## src/rtl/issue_select.sv

```systemverilog
// issue_select: picks ready entries from an in-order queue window and hands
// them, oldest first, to a set of registered issue ports. State updates on
// the falling edge of clk_ni.
// Optional build macro ISSUE_SELECT_FLUSH_EN adds a flush_i input that
// suppresses grants and empties every issue port.
module issue_select #(
    parameter int  Size      = 16,
    parameter type T         = logic,
    parameter int  Consumers = 2,
    localparam int Width     = $clog2(Size)
) (
    input  logic                 clk_ni,
    input  logic                 rst_i,
`ifdef ISSUE_SELECT_FLUSH_EN
    input  logic                 flush_i,
`endif
    input  logic [Width:0]       size_i,
    input  T                     entry_i [Size],
    input  logic [Size-1:0]      ready_i,
    output logic [Size-1:0]      pop_o,
    output logic [Consumers-1:0] valid_o,
    output T                     data_o [Consumers],
    input  logic [Consumers-1:0] accept_i,
    output logic [31:0]          count_o
);

    logic                 flush;
    logic [Size-1:0]      eligible;
    logic [Size-1:0]      avail;
    logic [Consumers-1:0] free;
    logic [Consumers-1:0] grant_vld;
    logic [Width-1:0]     grant_idx [Consumers];
    logic                 found;
    logic [31:0]          acc_cnt;

`ifdef ISSUE_SELECT_FLUSH_EN
    assign flush = flush_i;
`else
    assign flush = 1'b0;
`endif

    // Slot qualification: inside the occupied window and ready. Because the
    // slot index never reaches Size, an oversized size_i clamps naturally.
    always_comb begin
        eligible = '0;
        for (int s = 0; s < Size; s++) begin
            eligible[s] = ready_i[s] && ((Width+1)'(s) < size_i);
        end
        if (rst_i || flush) begin
            eligible = '0;
        end
    end

    // A port can take a new entry when it is empty or is being drained now.
    always_comb begin
        free    = ~valid_o | accept_i;
        acc_cnt = '0;
        for (int k = 0; k < Consumers; k++) begin
            acc_cnt = acc_cnt + 32'(valid_o[k] & accept_i[k]);
        end
    end

    // Grant allocation: each free port, in ascending order, claims the
    // lowest-index eligible slot not yet claimed by an earlier port.
    // Ineligible holes are simply skipped.
    always_comb begin
        avail     = eligible;
        grant_vld = '0;
        found     = 1'b0;
        for (int k = 0; k < Consumers; k++) begin
            grant_idx[k] = '0;
        end
        for (int k = 0; k < Consumers; k++) begin
            found = 1'b0;
            if (free[k]) begin
                for (int s = 0; s < Size; s++) begin
                    if (!found && avail[s]) begin
                        found        = 1'b1;
                        grant_vld[k] = 1'b1;
                        grant_idx[k] = Width'(s);
                        avail[s]     = 1'b0;
                    end
                end
            end
        end
        pop_o = eligible & ~avail;
    end

    // Port state and accepted-entry counter. Data has no reset: it is only
    // meaningful while the matching valid bit is set.
    always_ff @(negedge clk_ni) begin
        if (rst_i) begin
            valid_o <= '0;
            count_o <= '0;
        end else begin
            count_o <= count_o + acc_cnt;
            for (int k = 0; k < Consumers; k++) begin
                if (flush) begin
                    valid_o[k] <= 1'b0;
                end else if (free[k]) begin
                    valid_o[k] <= grant_vld[k];
                    if (grant_vld[k]) begin
                        data_o[k] <= entry_i[grant_idx[k]];
                    end
                end
            end
        end
    end

endmodule

```

## config.mk

```make
export PLATFORM = sky130hd
export DESIGN_NAME = issue_select
export DESIGN_NICKNAME = d
export VERILOG_FILES = /design/src/rtl/issue_select.sv
export SDC_FILE = /design/constraint.sdc
export NUM_CORES = 1
export LEC_CHECK = 0
export BUFFER_PORTS_ARGS = -buffer_cell sky130_fd_sc_hd__buf_2
export CELL_PAD_IN_SITES_DETAIL_PLACEMENT = 1
export CELL_PAD_IN_SITES_GLOBAL_PLACEMENT = 1
export CORE_ASPECT_RATIO = 1.5
export CORE_UTILIZATION = 38
export CTS_CLUSTER_SIZE = 25
export DETAILED_ROUTE_END_ITERATION = 8
export PLACE_DENSITY = 0.79
export SYNTH_ARGS = -nofsm -noshare
export SYNTH_HDL_FRONTEND = slang
export SYNTH_SLANG_ARGS = --single-unit
```

## constraint.sdc

```tcl
create_clock -name clk_ni -period 5 [get_ports clk_ni]
set_clock_uncertainty 0.05 [all_clocks]
set_input_delay 1 -clock clk_ni [delete_from_list [all_inputs] [get_ports clk_ni]]
set_output_delay 1 -clock clk_ni [all_outputs]
set_load 0.02 [all_outputs]
```

==> Implementation_results.wiki, run 1 <==
{| class="wikitable"
! Metric !! Value
|-
| Outcome || aborted with a tool error
|-
| Port bufs || 92
|-
| Die width || 78.5 um
|-
| Fraction of the yosys area taken by sequential cells || roughly 22%
|-
| Height of the die || around 120 um
|-
| Count of mapped cells out of synthesis || around 460
|-
| Cells resized by post-CTS repair || approximately 150
|-
| Hold-fix buffers at CTS || 0
|-
| Failed at || 4_1_cts
|-
| Register bit count reported by yosys || 36
|-
| Avg Inst Size Synth || 7.31 um^2
|-
| Number of warnings printed during yosys synthesis || 0
|-
| Number of cell rows || 41
|-
| Maximum number of buffers from clock root to sink || 2
|-
| Placed Instance Area || between 5000 and 6000 um^2
|-
| Post-synth design cell area || 3330 um^2
|-
| Buffer count from post-CTS setup fixing || approximately 40
|-
| Error that ended the run || [ERROR DPL-0033] detailed placement checks failed during check placement.
|-
| Post-synth net total || 499
|-
| Post-synth top flop || sky130_fd_sc_hd__dfxtp_1
|-
| Post-synthesis async set-or-reset flop share || 0%
|-
| Starting density of the core || 39.4%
|-
| Number of buffers added by the clock tree synthesis step || 5
|-
| Number of enable-type register cells in the synthesized netlist || 2
|-
| Distinct cell type count after synthesis || 77
|-
| Number of levels in the clock H-tree || 2
|-
| HPWL after detailed placement || 12.7 mm
|-
| Number of sinks driven by the clock tree || 36
|-
| Clock root buffer || sky130_fd_sc_hd__clkbuf_16
|-
| Routability congestion estimate from global placement || between 0.9 and 1
|-
| Boundary pin count || just over 90
|}
==> kinds of logic after synthesis <==
logic type	count (synthesis)	share of synthesized area, %
xor gates and xnor gates	26	6.83
adders and majority gates	5	1.88
muxes	10	3.86
AOI/OAI and AO/OA	135	28.9
and+or+nand+nor	207	31.6
DFF	36	22.2
buffers and inverters	37	4.77
==> cell usage after synthesis, drive strengths merged (3+ instances only) <==
master | count | area, um^2
o211ai | 5 | 42.5
o21ai | 25 | 129
dfxtp | 34 | 681
a211oi | 13 | 110
clkbuf | 9 | 33.8
a2111oi | 4 | 47.6
xor2 | 17 | 149
or3 | 12 | 75.1
a211o | 5 | 43.8
nor3 | 9 | 45.0
nand4 | 8 | 50.1
and3 | 8 | 50.1
nand2b | 6 | 37.5
or2 | 4 | 25.0
nand2 | 38 | 143
a21o | 3 | 22.5
buf | 10 | 57.6
nor2b | 6 | 37.5
xnor2 | 9 | 78.8
nor4 | 4 | 25.0
mux2i | 5 | 50.1
mux2 | 3 | 33.8
a31oi | 13 | 87.6
maj3 | 3 | 30.0
a21oi | 37 | 193
inv | 18 | 67.6
nor2 | 68 | 258
and4 | 8 | 70.1
nand3 | 24 | 120
o21a | 4 | 30.0
==> metrics by stage <==
stage               instances  utilization [%]  hold WS (ns)  worst slack (ns)
floorplan                 456                -         0.512             -1.36
global placement          781             61.2         0.421             -1.64
detailed placement        781             61.2         0.447             -1.79
==> inputs of run 2 (changes only) <==
==> config.mk (replaced) <==
export PLATFORM = sky130hd
export DESIGN_NAME = issue_select
export DESIGN_NICKNAME = d
export VERILOG_FILES = /design/src/rtl/issue_select.sv
export SDC_FILE = /design/constraint.sdc
export NUM_CORES = 1
export LEC_CHECK = 0
export BUFFER_PORTS_ARGS = -buffer_cell sky130_fd_sc_hd__buf_2
export CORE_UTILIZATION = 40
export DETAILED_ROUTE_END_ITERATION = 8
export PLACE_DENSITY_LB_ADDON = 0.15
export SYNTH_ARGS = -nofsm -noshare
export SYNTH_HDL_FRONTEND = slang
export SYNTH_SLANG_ARGS = --single-unit
==> Implementation_results.wiki, run 2 <==
{| class="wikitable"
! Metric !! Value
|-
| Outcome || finished, violations left
|-
| Violations in the final reports || setup timing
|-
| Final critical-path setup slack || -1.62 ns
|-
| Number of warnings printed during yosys synthesis || 0
|-
| Inserted Diodes || 0
|-
| Number of sinks driven by the clock tree || 36
|-
| Via count of the first global-routing pass || about 4,700
|-
| Worst-case reg-to-reg path depth || 12
|-
| Reg2Reg Capture Point || data_o[0]
|-
| Largest registers ranked by flip-flop count || count_o x32, data_o x2, valid_o x2
|-
| Setup repair after global routing missed its margin || yes
|-
| Most frequently used cell type in the post-synthesis netlist || sky130_fd_sc_hd__nor2_1
|-
| Biggest register || count_o
|-
| WL per Instance || about 18 um
|-
| Global-route wire length before repair || 21.5 mm
|-
| Number of design-rule violations left by the first detailed-router iteration || between 200 and 250
|-
| Max IR drop VDD || 0.141 mV
|-
| Sum of negative setup slack || -23.59 ns
|-
| Initial antenna violation count || 0
|-
| Number of enable-type register cells in the synthesized netlist || 2
|-
| Max Fanout on Critical Path || 4
|-
| Distinct cell type count after synthesis || just under 80
|-
| Leakage power summed over all cells || 2.84 nW
|-
| Port bufs || between 90 and 100
|-
| Worst min-delay path class || register to register
|-
| Detail-routed via count per cell || between 5 and 6
|-
| Leading cell types in the layout, fill and taps excluded || sky130_fd_sc_hd__buf_4 (141), sky130_fd_sc_hd__buf_2 (74), sky130_fd_sc_hd__inv_1 (52), sky130_fd_sc_hd__nor2_1 (49), sky130_fd_sc_hd__buf_6 (41)
|-
| Register bit count reported by yosys || 36
|-
| Area growth from synthesis to layout || 86.3%
|-
| Die outline area || between 8000 and 9000 um^2
|-
| Number of buffers added by the clock tree synthesis step || 5
|-
| Total overflow reported by the global router || 0
|-
| Final-report hold violation count || 0
|-
| Slew HR || between 50% and 60%
|-
| Crit path capture type || primary output
|-
| Met2 routed WL || approximately 7.3 mm
|-
| Area of the core || around 8000 um^2
|-
| WL met3 || ~970 um
|-
| Leading cell type in the layout, fill and taps excluded || sky130_fd_sc_hd__buf_4
|-
| Post-synth net total || around 500
|-
| Total wirelength of the detailed-routed design || approximately 15 mm
|-
| Setup slack on the worst flop-to-flop path || approximately 1.7 ns
|-
| Cell type with the highest aggregate area in the netlist || sky130_fd_sc_hd__dfxtp_1
|-
| List of most frequent post-synthesis cells || sky130_fd_sc_hd__nor2_1 (67), sky130_fd_sc_hd__nand2_1 (38), sky130_fd_sc_hd__a21oi_1 (35), sky130_fd_sc_hd__dfxtp_1 (34), sky130_fd_sc_hd__nand3_1 (24)
|-
| Post-synthesis async set-or-reset flop share || 0%
|-
| Die width || 93.3 um
|-
| Post-synth design cell area || roughly 3300 um^2
|-
| Final routed DRC violation total || 0
|-
| Clock root buffer || sky130_fd_sc_hd__clkbuf_8
|-
| Fin nets || ~780
|-
| Post-route met1 wirelength || ~6.0 mm
|-
| Areal power density over the cells || 205 nW/um^2
|-
| Fraction of the yosys area taken by sequential cells || between 20% and 30%
|-
| Starting density of the core || a little over two fifths
|-
| Count of mapped cells out of synthesis || between 400 and 500
|-
| Maximum number of buffers from clock root to sink || 2
|-
| Min-Delay Endpoint || count_o[7]
|-
| Maximum number of pins on one net before global-route repair || 26
|-
| Largest cells by area after synthesis || sky130_fd_sc_hd__dfxtp_1 (20%), sky130_fd_sc_hd__nor2_1 (7.5%), sky130_fd_sc_hd__a21oi_1 (5.3%), sky130_fd_sc_hd__xor2_1 (4.5%), sky130_fd_sc_hd__nand2_1 (4.3%)
|-
| Count of max-cap constraint violations || 0
|-
| Routability congestion estimate from global placement || 0.979
|-
| Cells on Worst Hold Path || 2
|-
| Fraction of synthesized cell area taken by the top area cell type || 20.4%
|-
| Crit Path Class || register to primary output
|-
| Required time worst endpoint || a little under 4 ns
|-
| Number of pins with negative max-slew slack in the final report || 0
|-
| Post-synth top flop || sky130_fd_sc_hd__dfxtp_1
|-
| CP startpoint kind || register
|-
| Hold-fix buffers at CTS || 0
|-
| Arrival time at the worst endpoint || approximately 5.6 ns
|-
| Avg Inst Size Synth || about 7.3 um^2
|-
| Global routing usage summed across all routing layers || between 30 and 40%
|-
| Number of cell rows || 32
|-
| Number of levels in the clock H-tree || 2
|-
| Max FFs per register || 32
|-
| Number of antenna-violating nets in the routed design || 0
|-
| Number of search-and-repair iterations in the first detailed-routing pass || 5
|-
| Tightest Pin Transition || 0.607 ns
|-
| Tightest hold margin || ~0.45 ns
|-
| Clock tree from TritonCTS || done
|-
| Hold path start || count_o[7]
|-
| Setup-failing EPs final || 32
|-
| Height of the die || between 90 and 100 um
|-
| Vias || a little under 5,000
|-
| Start of the worst register-to-register path || valid_o[0]
|-
| DR top layer || met4
|-
| Clock latency reported for the late side of the worst-skew pair || 0.38 ns
|-
| Boundary pin count || 93
|-
| Clock transition at the registers of the reported paths || 0.05 ns
|-
| Fraction of final layout cells with drive strength greater than 1 || between 50 and 60%
|-
| HPWL after detailed placement || roughly 9.3 mm
|}
[run 2: cell counts after synthesis]
Identical to the previous run, type by type.
[run 2: how the worst max path moves through the flow]
stage               start        end  slack, ns  cells past startpoint
2_1_floorplan   size_i[4]  data_o[0]      -1.36                     10
3_5_place_dp    size_i[4]  data_o[0]      -1.68                     11
4_1_cts         size_i[3]  data_o[0]      -1.42                     12
5_1_grt        valid_o[0]  pop_o[11]      -1.71                     13
3_3_place_gp    size_i[4]  data_o[0]      -1.60                     11
6_report       valid_o[0]  pop_o[11]      -1.62                     13
[run 2: routing by layer]
metal	GRT usage, %	vias up
li1	-	2262
met5	0	-
met1	36.3	2287
met3	7.32	71
met2	52.8	255
met4	14.7	0
[run 2: metrics by stage]
step	utilization (%)	cells	worst slack, ns	power [W]	cell area [um^2]
final	78.7	842	-1.62	0.00127	6210
after global placement	64.8	768	-1.60	0.000803	5110
after detailed placement	64.8	768	-1.68	0.000812	5110
after floorplan	-	456	-1.36	0.000613	3590
after global routing	78.7	842	-1.71	0.00135	6210
after CTS	74.9	835	-1.42	0.00122	5910
[run 2: cell type report]
cell class | count | area (um^2)
clock inverters | 39 | 175
repair buffers | 260 | 1960
multi-input cells | 383 | 3070
fillers | 531 | 1680
clock buffers | 5 | 68.8
flip-flops and latches | 36 | 743
inverters | 17 | 68.8
well taps | 102 | 128
[run 2: timing repair]
action / 4_1_cts / 5_1_grt
cloned: 0 / 0
resized for setup: 99 / 60
setup endpoints to repair: 32 / 37
pin swaps: 34 / 36
setup buffers: 25 / 19
[run 2: power by group]
part	switching (W)	internal (W)	total, W
Combinational	0.000299	0.000278	0.000577
Sequential	0.00000621	0.000303	0.000309
Clock	0.000203	0.000185	0.000388
Total	0.000508	0.000767	0.00127
[run 2: worst max-delay path, stage by stage (launching register included)]
cell	delay (ns)
sky130_fd_sc_hd__dfxtp_2	0.32
sky130_fd_sc_hd__nor2b_4	0.15
sky130_fd_sc_hd__buf_6	0.13
sky130_fd_sc_hd__nor2_2	0.19
sky130_fd_sc_hd__a31oi_1	0.19
sky130_fd_sc_hd__a211o_1	0.37
sky130_fd_sc_hd__buf_6	0.15
sky130_fd_sc_hd__nor2_4	0.08
sky130_fd_sc_hd__nand3_2	0.09
sky130_fd_sc_hd__buf_6	0.13
sky130_fd_sc_hd__or2_4	0.23
sky130_fd_sc_hd__maj3_2	0.34
sky130_fd_sc_hd__nor3_4	0.19
sky130_fd_sc_hd__buf_6	0.14
[run 2: logic make-up (layout without fill, tap and decap cells)]
family          count (synthesis)  in the layout  synth area share [%]
fa+ha+maj                       5              5                  1.88
xor+xnor                       26             26                  6.83
compound gates                135            135                  28.9
flops                          36             36                  22.2
mux                            10             10                  3.86
simple gates                  207            207                  31.6
buf+inv                        37            321                  4.77
(Power assumes the default switching activity.)
==> inputs of run 3 (changes only) <==
==> constraint.sdc (replaced) <==
create_clock -name clk_ni -period 5 [get_ports clk_ni]
set_clock_uncertainty 0.05 [all_clocks]
set_input_delay 0 -clock clk_ni [delete_from_list [all_inputs] [get_ports clk_ni]]
set_output_delay 0 -clock clk_ni [all_outputs]
set_load 0.02 [all_outputs]
==> Implementation_results.wiki, run 3 (same netlist as run 2, synthesis figures left out) <==
{| class="wikitable"
! Metric !! Value
|-
| Sum of negative setup slack || -3.70 ns
|-
| Number of buffers added by the clock tree synthesis step || 5
|-
| Vias || ~4,700
|-
| Max Fanout on Critical Path || 4
|-
| Arrival time at the worst endpoint || between 3 and 4 ns
|-
| Max FFs per register || 32
|-
| Area of the core || 7890 um^2
|-
| Share of power burned in registers || 23.8%
|-
| WL per Instance || about 16 um
|-
| Maximum number of buffers from clock root to sink || 2
|-
| Via count of the first global-routing pass || around 4,500
|-
| Clock latency reported for the late side of the worst-skew pair || between 0.3 and 0.4 ns
|-
| Leading cell types in the layout, fill and taps excluded || sky130_fd_sc_hd__buf_4 (162), sky130_fd_sc_hd__buf_2 (77), sky130_fd_sc_hd__nor2_1 (56), sky130_fd_sc_hd__inv_1 (53), sky130_fd_sc_hd__nand2_1 (36)
|-
| Maximum number of pins on one net before global-route repair || 34
|-
| Fin nets || between 700 and 800
|-
| Die outline area || between 8000 and 9000 um^2
|-
| Total overflow reported by the global router || 0
|-
| Final critical-path setup slack || -0.490 ns
|-
| Required time worst endpoint || ~2.6 ns
|-
| Routability congestion estimate from global placement || roughly 0.94
|-
| Boundary pin count || 93
|-
| Slew HR || between 60% and 70%
|-
| Count of max-cap constraint violations || 0
|-
| Height of the die || between 90 and 100 um
|-
| Largest registers ranked by flip-flop count || count_o x32, data_o x2, valid_o x2
|-
| Clock root buffer || sky130_fd_sc_hd__clkbuf_8
|-
| Biggest register || count_o
|-
| Setup-failing EPs final || 11
|-
| Final routed DRC violation total || 0
|-
| Clock tree from TritonCTS || done
|-
| Final-report hold violation count || 0
|-
| Number of antenna-violating nets in the routed design || 0
|-
| Number of cell rows || 32
|-
| Setup repair after global routing missed its margin || yes
|-
| Initial antenna violation count || 0
|-
| Fraction of power spent switching nets || between 30% and 40%
|-
| Internal power || approximately 0.0008 W
|-
| Cells on Worst Hold Path || 5
|-
| Placed Instance Area || 4890 um^2
|-
| Number of search-and-repair iterations in the first detailed-routing pass || 4
|-
| Crit Path Class || input pin to register
|-
| Number of levels in the clock H-tree || 2
|-
| CP startpoint kind || input pin
|-
| Global-route wire length before repair || a little over 20 mm
|-
| Area growth from synthesis to layout || 75.2%
|-
| Net switching power || 0.000475 W
|-
| Max IR drop VDD || between 0.15 and 0.2 mV
|-
| DP Worst Slack || -0.814 ns
|-
| Hold-fix buffers at CTS || 0
|-
| Port bufs || 92
|-
| Number of sinks driven by the clock tree || 36
|-
| Leading cell type in the layout, fill and taps excluded || sky130_fd_sc_hd__buf_4
|-
| Number of pins with negative max-slew slack in the final report || 0
|-
| Total wirelength of the detailed-routed design || roughly 13 mm
|-
| Worst-case reg-to-reg path depth || 15
|-
| Worst min-delay path class || input pin to primary output
|-
| Global routing usage summed across all routing layers || about 29%
|-
| Outcome || finished, violations left
|-
| Number of design-rule violations left by the first detailed-router iteration || slightly below 300
|-
| Clock network fraction of total power || between 30% and 40%
|-
| Clock transition at the registers of the reported paths || around 0.040 ns
|-
| Die width || slightly above 90 um
|-
| Tightest Pin Transition || roughly 0.53 ns
|-
| Inserted Diodes || 0
|-
| Starting density of the core || 42.3%
|-
| HPWL after detailed placement || 9.43 mm
|-
| Cells after DPL || ~760
|-
| Detail-routed via count per cell || approximately 5.6
|-
| Crit path capture type || register
|-
| Combinational Power Share || between 40% and 50%
|-
| Finished Cell Area || 5840 um^2
|-
| Fin cells || approximately 840
|-
| Violations in the final reports || setup timing
|-
| Fraction of final layout cells with drive strength greater than 1 || 46.6%
|-
| Areal power density over the cells || ~220 nW/um^2
|-
| Leakage power summed over all cells || roughly 2.8 nW
|}
[run 3: metal layers]
metal	vias up	part of all wire, %	GRT usage (%)
li1	2269	-	-
met1	2190	42	35.0
met2	196	49	52.6
met3	29	7.2	5.93
met4	0	1.8	9.62
met5	-	0	0
[run 3: cell type report]
type,instances,area (um^2)
Multi-Input combinational cell,383,2790
Fill cell,608,2050
Timing Repair Buffer,261,1850
Sequential cell,36,742
Clock inverter,39,204
Tap cell,102,128
Clock buffer,5,68.8
Inverter,17,63.8
[run 3: final timing paths]
path	slack [ns]	startpoint	endpoint
worst max register to register	1.64	valid_o[0]	data_o[0]
worst min-delay path	0.41	ready_i[11]	pop_o[11]
worst min register to register	0.43	count_o[31]	count_o[31]
worst max-delay path	-0.49	size_i[3]	data_o[0]
[run 3: what timing repair did]
item | 4_1_cts | 5_1_grt
pin swaps | 24 | 19
gates cloned | 1 | 0
buffers inserted | 36 | 6
resized for setup | 54 | 40
setup endpoints to repair | 11 | 15
[run 3: critical path, cell delays in order]
cell,delay (ns)
sky130_fd_sc_hd__buf_6,0.09
sky130_fd_sc_hd__or4_4,0.57
sky130_fd_sc_hd__o21ai_4,0.22
sky130_fd_sc_hd__buf_4,0.14
sky130_fd_sc_hd__nand4_1,0.14
sky130_fd_sc_hd__o21ai_1,0.33
sky130_fd_sc_hd__nand3b_4,0.13
sky130_fd_sc_hd__buf_6,0.14
sky130_fd_sc_hd__buf_4,0.14
sky130_fd_sc_hd__or3b_4,0.42
sky130_fd_sc_hd__a21oi_4,0.16
sky130_fd_sc_hd__mux2i_1,0.24
sky130_fd_sc_hd__o211ai_1,0.11
sky130_fd_sc_hd__and4_1,0.21
[run 3: metrics by stage]
step / util [%] / power [W] / hold WS (ns)
after floorplan: - / 0.000594 / 0.100
after global placement: 62.1 / 0.000785 / 0.416
after detailed placement: 62.1 / 0.000792 / 0.424
after CTS: 71.5 / 0.00125 / 0.406
after global routing: 74.0 / 0.00137 / 0.428
final: 74.0 / 0.00129 / 0.407
[run 3: power by group through the flow]
stage          logic [W]  registers (W)  clock network [W]
6_report        0.000556       0.000307           0.000427
5_1_grt         0.000587       0.000307           0.000474
4_1_cts         0.000506       0.000307           0.000436
3_5_place_dp    0.000436       0.000311          0.0000452
3_3_place_gp    0.000430       0.000310          0.0000452
2_1_floorplan   0.000226       0.000322          0.0000452
